[src/rtl/id_ex_stage_pkg.sv]
// Shared constants and the ID/EX register layout for the EX-stage front end.
package id_ex_stage_pkg;

  localparam int unsigned XLEN = 32;

  // ALU opcode encoding
  localparam logic [3:0] ALU_ADD  = 4'b0000;
  localparam logic [3:0] ALU_SUB  = 4'b0001;
  localparam logic [3:0] ALU_AND  = 4'b0010;
  localparam logic [3:0] ALU_OR   = 4'b0011;
  localparam logic [3:0] ALU_XOR  = 4'b0100;
  localparam logic [3:0] ALU_SLL  = 4'b0101;
  localparam logic [3:0] ALU_SRL  = 4'b0110;
  localparam logic [3:0] ALU_SRA  = 4'b0111;
  localparam logic [3:0] ALU_SLT  = 4'b1000;
  localparam logic [3:0] ALU_SLTU = 4'b1001;
  localparam logic [3:0] ALU_NOP  = ALU_ADD;

  localparam logic [1:0] AluSrcARs1  = 2'd0;
  localparam logic [1:0] AluSrcAPc   = 2'd1;
  localparam logic [1:0] AluSrcAZero = 2'd2;

  localparam logic [1:0] AluSrcBRs2   = 2'd0;
  localparam logic [1:0] AluSrcBImm   = 2'd1;
  localparam logic [1:0] AluSrcBFour  = 2'd2;

  typedef struct packed {
    logic            valid;
    logic [XLEN-1:0] pc;
    logic [XLEN-1:0] rs1data;
    logic [XLEN-1:0] rs2data;
    logic [XLEN-1:0] imm;
    logic [4:0]      rs1addr;
    logic [4:0]      rs2addr;
    logic [4:0]      rdaddr;
    logic [3:0]      alucode;
    logic [1:0]      alusrc_a;
    logic [1:0]      alusrc_b;
    logic            regwrite;
    logic            memread;
    logic            memwrite;
    logic            memtoreg;
  } ex_regs_t;

  // A bubble is indistinguishable from the reset state.
  localparam ex_regs_t ExBubble = '{
    valid:    1'b0,
    pc:       '0,
    rs1data:  '0,
    rs2data:  '0,
    imm:      '0,
    rs1addr:  '0,
    rs2addr:  '0,
    rdaddr:   '0,
    alucode:  ALU_NOP,
    alusrc_a: '0,
    alusrc_b: '0,
    regwrite: 1'b0,
    memread:  1'b0,
    memwrite: 1'b0,
    memtoreg: 1'b0
  };

endpackage

[src/rtl/id_ex_stage_fwd_sel.sv]
// Per-operand forwarding: EX/MEM beats MEM/WB, x0 never forwarded.
module id_ex_stage_fwd_sel #(
  parameter int unsigned Width = 32
) (
  input  logic [4:0]       rs_addr_i,
  input  logic [Width-1:0] rs_data_i,
  input  logic             mem_regwrite_i,
  input  logic [4:0]       mem_rdaddr_i,
  input  logic [Width-1:0] mem_result_i,
  input  logic             wb_regwrite_i,
  input  logic [4:0]       wb_rdaddr_i,
  input  logic [Width-1:0] wb_data_i,
  output logic [Width-1:0] fwd_data_o
);

  logic mem_hit, wb_hit;

  assign mem_hit = mem_regwrite_i && (mem_rdaddr_i != 5'd0) && (mem_rdaddr_i == rs_addr_i);
  assign wb_hit  = wb_regwrite_i && (wb_rdaddr_i != 5'd0) && (wb_rdaddr_i == rs_addr_i);

  always_comb begin
    fwd_data_o = rs_data_i;
    if (mem_hit) begin
      fwd_data_o = mem_result_i;
    end else if (wb_hit) begin
      fwd_data_o = wb_data_i;
    end
  end

endmodule

[src/rtl/id_ex_stage.sv]
// ID/EX pipeline register with load-use bubble insertion, WB write-through and
// EX-stage operand forwarding/selection.
module id_ex_stage
  import id_ex_stage_pkg::*;
(
  input  logic            clk,
  input  logic            reset,
  input  logic            stall,
  input  logic            flush,
  input  logic            id_valid,
  input  logic [XLEN-1:0] id_pc,
  input  logic [XLEN-1:0] id_rs1data,
  input  logic [XLEN-1:0] id_rs2data,
  input  logic [XLEN-1:0] id_imm,
  input  logic [4:0]      id_rs1addr,
  input  logic [4:0]      id_rs2addr,
  input  logic [4:0]      id_rdaddr,
  input  logic [3:0]      id_alucode,
  input  logic [1:0]      id_alusrc_a,
  input  logic [1:0]      id_alusrc_b,
  input  logic            id_regwrite,
  input  logic            id_memread,
  input  logic            id_memwrite,
  input  logic            id_memtoreg,
  input  logic            mem_regwrite,
  input  logic [4:0]      mem_rdaddr,
  input  logic [XLEN-1:0] mem_aluresult,
  input  logic            wb_regwrite,
  input  logic [4:0]      wb_rdaddr,
  input  logic [XLEN-1:0] wb_data,
  output logic            load_use,
  output logic            ex_valid,
  output logic            ex_regwrite,
  output logic            ex_memread,
  output logic            ex_memwrite,
  output logic            ex_memtoreg,
  output logic [XLEN-1:0] ex_pc,
  output logic [4:0]      ex_rdaddr,
  output logic [3:0]      ex_alucode,
  output logic [XLEN-1:0] ex_alu_a,
  output logic [XLEN-1:0] ex_alu_b,
  output logic [XLEN-1:0] ex_store_data
);

  ex_regs_t        ex_q, ex_d, id_fields;
  logic [XLEN-1:0] rs1_fwd, rs2_fwd;

  function automatic logic wb_hits(input logic [4:0] addr);
    return wb_regwrite && (wb_rdaddr != 5'd0) && (wb_rdaddr == addr);
  endfunction

  assign load_use = ex_q.memread && ex_q.valid && (ex_q.rdaddr != 5'd0) && id_valid &&
                    ((id_rs1addr == ex_q.rdaddr) || (id_rs2addr == ex_q.rdaddr));

  always_comb begin
    id_fields = '{
      valid:    id_valid,
      pc:       id_pc,
      rs1data:  id_rs1data,
      rs2data:  id_rs2data,
      imm:      id_imm,
      rs1addr:  id_rs1addr,
      rs2addr:  id_rs2addr,
      rdaddr:   id_rdaddr,
      alucode:  id_alucode,
      alusrc_a: id_alusrc_a,
      alusrc_b: id_alusrc_b,
      regwrite: id_regwrite,
      memread:  id_memread,
      memwrite: id_memwrite,
      memtoreg: id_memtoreg
    };
  end

  // Priority: flush > stall > load_use > capture. The register file write in WB
  // lands this same edge, so stored operands must pick it up directly.
  always_comb begin
    ex_d = ex_q;
    if (flush) begin
      ex_d = ExBubble;
    end else if (stall) begin
      if (wb_hits(ex_q.rs1addr)) ex_d.rs1data = wb_data;
      if (wb_hits(ex_q.rs2addr)) ex_d.rs2data = wb_data;
    end else if (load_use) begin
      ex_d = ExBubble;
    end else begin
      ex_d = id_fields;
      if (wb_hits(id_rs1addr)) ex_d.rs1data = wb_data;
      if (wb_hits(id_rs2addr)) ex_d.rs2data = wb_data;
    end
  end

  always_ff @(posedge clk) begin
    if (reset) begin
      ex_q <= ExBubble;
    end else begin
      ex_q <= ex_d;
    end
  end

  id_ex_stage_fwd_sel #(.Width(XLEN)) u_fwd_rs1 (
    .rs_addr_i      (ex_q.rs1addr),
    .rs_data_i      (ex_q.rs1data),
    .mem_regwrite_i (mem_regwrite),
    .mem_rdaddr_i   (mem_rdaddr),
    .mem_result_i   (mem_aluresult),
    .wb_regwrite_i  (wb_regwrite),
    .wb_rdaddr_i    (wb_rdaddr),
    .wb_data_i      (wb_data),
    .fwd_data_o     (rs1_fwd)
  );

  id_ex_stage_fwd_sel #(.Width(XLEN)) u_fwd_rs2 (
    .rs_addr_i      (ex_q.rs2addr),
    .rs_data_i      (ex_q.rs2data),
    .mem_regwrite_i (mem_regwrite),
    .mem_rdaddr_i   (mem_rdaddr),
    .mem_result_i   (mem_aluresult),
    .wb_regwrite_i  (wb_regwrite),
    .wb_rdaddr_i    (wb_rdaddr),
    .wb_data_i      (wb_data),
    .fwd_data_o     (rs2_fwd)
  );

  always_comb begin
    ex_alu_a = '0;
    case (ex_q.alusrc_a)
      AluSrcARs1:  ex_alu_a = rs1_fwd;
      AluSrcAPc:   ex_alu_a = ex_q.pc;
      AluSrcAZero: ex_alu_a = '0;
      default:     ex_alu_a = '0;
    endcase
  end

  always_comb begin
    ex_alu_b = '0;
    case (ex_q.alusrc_b)
      AluSrcBRs2:  ex_alu_b = rs2_fwd;
      AluSrcBImm:  ex_alu_b = ex_q.imm;
      AluSrcBFour: ex_alu_b = XLEN'(4);
      default:     ex_alu_b = '0;
    endcase
  end

  assign ex_store_data = rs2_fwd;
  assign ex_valid      = ex_q.valid;
  assign ex_regwrite   = ex_q.regwrite;
  assign ex_memread    = ex_q.memread;
  assign ex_memwrite   = ex_q.memwrite;
  assign ex_memtoreg   = ex_q.memtoreg;
  assign ex_pc         = ex_q.pc;
  assign ex_rdaddr     = ex_q.rdaddr;
  assign ex_alucode    = ex_q.alucode;

endmodule

[config.mk]
export PLATFORM = sky130hd
export DESIGN_NAME = id_ex_stage
export DESIGN_NICKNAME = d
export VERILOG_FILES = /design/src/rtl/id_ex_stage_pkg.sv /design/src/rtl/id_ex_stage_fwd_sel.sv /design/src/rtl/id_ex_stage.sv
export SDC_FILE = /design/constraint.sdc
export NUM_CORES = 1
export LEC_CHECK = 0
export CAP_MARGIN = 10
export CORE_MARGIN = 2
export CORE_UTILIZATION = 50
export DETAILED_ROUTE_END_ITERATION = 8
export GPL_TIMING_DRIVEN = 1
export PLACE_DENSITY = 0.94
export SYNTH_ARGS = -nofsm -noshare
export SYNTH_HDL_FRONTEND = slang
export SYNTH_SLANG_ARGS = --single-unit
[constraint.sdc]
create_clock -name clk -period 5.5 [get_ports clk]
set_input_delay 0.825 -clock clk [delete_from_list [all_inputs] [get_ports clk]]
set_output_delay 0.825 -clock clk [all_outputs]
set_load 0.03 [all_outputs]
==> flow_summary.toml <==
[run_status]
status = "complete, no violations"

[synth]
synthCells = 1545
synth.distinct_cells = 39
synth_top_area_share = 0.2741
synth_compound_area_frac = 0.3289
yosysSeqAreaShare = 0.2741
yosys.area_share.simple = 0.1874
async_flop_share = 0
synth_top_family_by_area = "compound AO/OA/AOI/OAI gates"
yosysTopAreaCell = "dfxtp_1"
syn-num-nets = 1781
ys_seq_elements = 156
synth-xor-area-share = 0.03075
yosys_warnings = 0
synth.most_common_cell = "a21oi_1"
yosys-top-cells-count = "a21oi_1 (186), nand2_1 (157), dfxtp_1 (156), clkbuf_1 (143), inv_1 (98)"
synth.top_cells.by_area = "dfxtp_1 (27%), a21oi_1 (8.2%), o31ai_1 (6.3%), mux2i_1 (5.6%), nand2_1 (5.2%)"
syn_area_per_cell_um2 = 7.375
synthFlopType = "dfxtp_1"
syn_area_mm2 = 0.01139
synthMuxAreaShare = 0.05622
synthAdderAreaFrac = 0
synth_edf_count = 0

[timing]
period_minus_slack_ps = 4791
relSlewSlack = 0.3271
period_share = 0.8712
worst_pin_slew_ps = 1009
setup_ws_ps = 708.7
drv_slew = 0
clock.fmax_ghz = 0.2087
hold_viol_final = 0
setup_violations = 0
fin_setup_tns_ps = 0
skew_ps = 11.87
rsz0062_at_grt = "no"

[worst_setup_path]
startpoint = "wb_rdaddr[4]"
critical_path_class = "input pin to output pin"
endpoint_kind = "output pin"
crit_required_ps = 4680
crit_fanout = 37
cpMaxStageDelayCell = "or4_4"
path_cells = "clkdlybuf4s50_1 -> or4_4 -> o21a_4 -> buf_4 -> and4_4 -> o31a_1 -> o31a_1 -> clkdlybuf4s50_1"
r2r_start = "ex_rdaddr[0]"
r2r_cells = 6
startpoint_type = "input pin"
cp.arrival_ps = 3970
slowest_delay_ps = 600

[placed_design]
dp_cells = 2032
place.detailed.hpwl_mm = 31.91
gp_congestion = 1.017
numPortBuffers = 378
pre_cts_slack_ps = 755.1

[clocking]
clk_latency_ps = 430
cts_tree = "yes"
htreeDepth = 4
cts_hold_buf = 0
cts_setup_buffers = 0
clock-root-buffer = "clkbuf_16"
cts_buffer_depth = 2
clk_pin_slew_ps = 60
cts_buffers = 17
ctsResizeCount = 0
cts.sinks = 156

[finish]
nFillCells = 1767
fin_cells = 2071
fin_util = 0.6912
area_growth_syn_to_layout_pct = 36.51
final_layout_size_suffix_gt1_frac = 0.08207
fin_nets = 2002

[min_path]
hold_depth = 2
holdCritPathClass = "flip-flop to flip-flop"
hp-start = "ex_q[28]"

[power]
pwr-share-seq = 0.364
peakVddDrop_mv = 0.1808
combPwrFrac = 0.268
switching_power_mw = 1.088
leakage_nw = 5.184
power_density_mw_per_mm2 = 210.3
swShare = 0.3327
power.internal_mw = 2.183
p_total_mw = 3.271
clkPwrFrac = 0.368

[detailed_routing]
drtAntennaViolNets = 0
drc_errors = 0
drt_iter0_markers = 1985
num_vias = 13180
routed_wl_mm = 46.02
firstDrtPassIters = 6
routedWlPerCell_um = 22.22
vias_per_cell = 6.364

[flow_run]
cap_violations = 0

[floorplan]
num_rows = 55
die_h_um = 155.0
start_util = 0.5064
pin_count = 379
core_area_mm2 = 0.02250
die_width_um = 155.0
die_area_mm2 = 0.02401

[grt]
antenna_found_initial = 9
grt_max_degree = 93
grt_pass1_wl_mm = 68.72
track_usage = 0.3611
grt_pass1_vias = 12120
grt_overflow = 0
[placed cells by master, fill, tap and decap left out, types with 3 or more instances in the layout]
cell / n
xor2_1: 28
o211ai_1: 32
buf_12: 8
nand2_1: 156
o32ai_1: 32
dfxtp_1: 154
buf_4: 45
a31oi_2: 40
a21oi_1: 186
and4_1: 65
nand3_1: 3
o31ai_1: 95
nor2_1: 66
o21ai_0: 93
inv_6: 5
diode_2: 7
xnor2_1: 12
clkdlybuf4s50_1: 362
clkinvlp_4: 3
inv_1: 98
mux2i_1: 64
nor2b_1: 92
a31oi_1: 87
clkbuf_16: 17
[area by class of cell]
type                    count  area [um^2]  share of cell area
inverters                  98        367.9             0.02365
diodes                      7        17.52            0.001126
flip-flops and latches    156         3126              0.2009
clock buffers              17        425.4             0.02735
clock inverters            15        153.9            0.009894
well taps                 285        356.6             0.02292
multi-input cells        1077         6975              0.4484
repair buffers            416         4133              0.2657
[path summary, 6_finish.rpt]
path / to / slack [ps]
worst max-delay path: ex_alu_b[2] / 710
worst min-delay path: ex_q[28] / 460
worst max register to register: ex_q[65] / 2470
worst min register to register: ex_q[28] / 460
[power by group through the flow]
| stage | sequential, mW | clock [mW] | combinational [mW] |
|---|---|---|---|
| global placement | 1.22 | 0 | 0.842 |
| global route | 1.20 | 1.24 | 0.918 |
| floorplan | 1.21 | 0 | 0.457 |
| finish | 1.19 | 1.20 | 0.875 |
| detailed placement | 1.22 | 0 | 0.855 |
| CTS | 1.19 | 1.20 | 0.859 |
[state kept, by name (all words and copies together) (netlist names)]
signal	flops
ex_regwrite	1
ex_memtoreg	1
ex_memwrite	1
ex_alucode	4
ex_rdaddr	5
ex_q	110
ex_valid	1
ex_memread	1
ex_pc	32
[layer usage]
metal | vias to the layer above | GRT usage | part of all wire | wire length (um)
met4 | 4 | 0.1433 | 0.036 | 1657
met5 | - | 0 | 0.00054 | 25
met2 | 914 | 0.5579 | 0.44 | 20440
met3 | 122 | 0.07688 | 0.11 | 5100
li1 | 5937 | - | - | -
met1 | 6202 | 0.4924 | 0.41 | 18800
[per-stage QoR]
step / instance area (um^2) / hold WS (ps)
finish: 15550 / 462.7
global placement: 14960 / 448.1
global route: 15550 / 474.1
detailed placement: 14960 / 452.3
CTS: 15540 / 463.2
floorplan: 11390 / 441.1
[kinds of logic (layout without fill, tap and decap cells)]
family	count (synthesis)	after routing
compound gates	574	574
mux	64	64
xor+xnor	40	40
other cells	0	7
flops	156	156
simple gates	399	399
buf+inv	312	546
[worst max-delay path: cells and delay by family]
family	cells	cell delay [ps]
buf+inv	3	1430
compound gates	3	900
simple gates	2	800
Note: power is estimated with default switching activity, not from simulation.
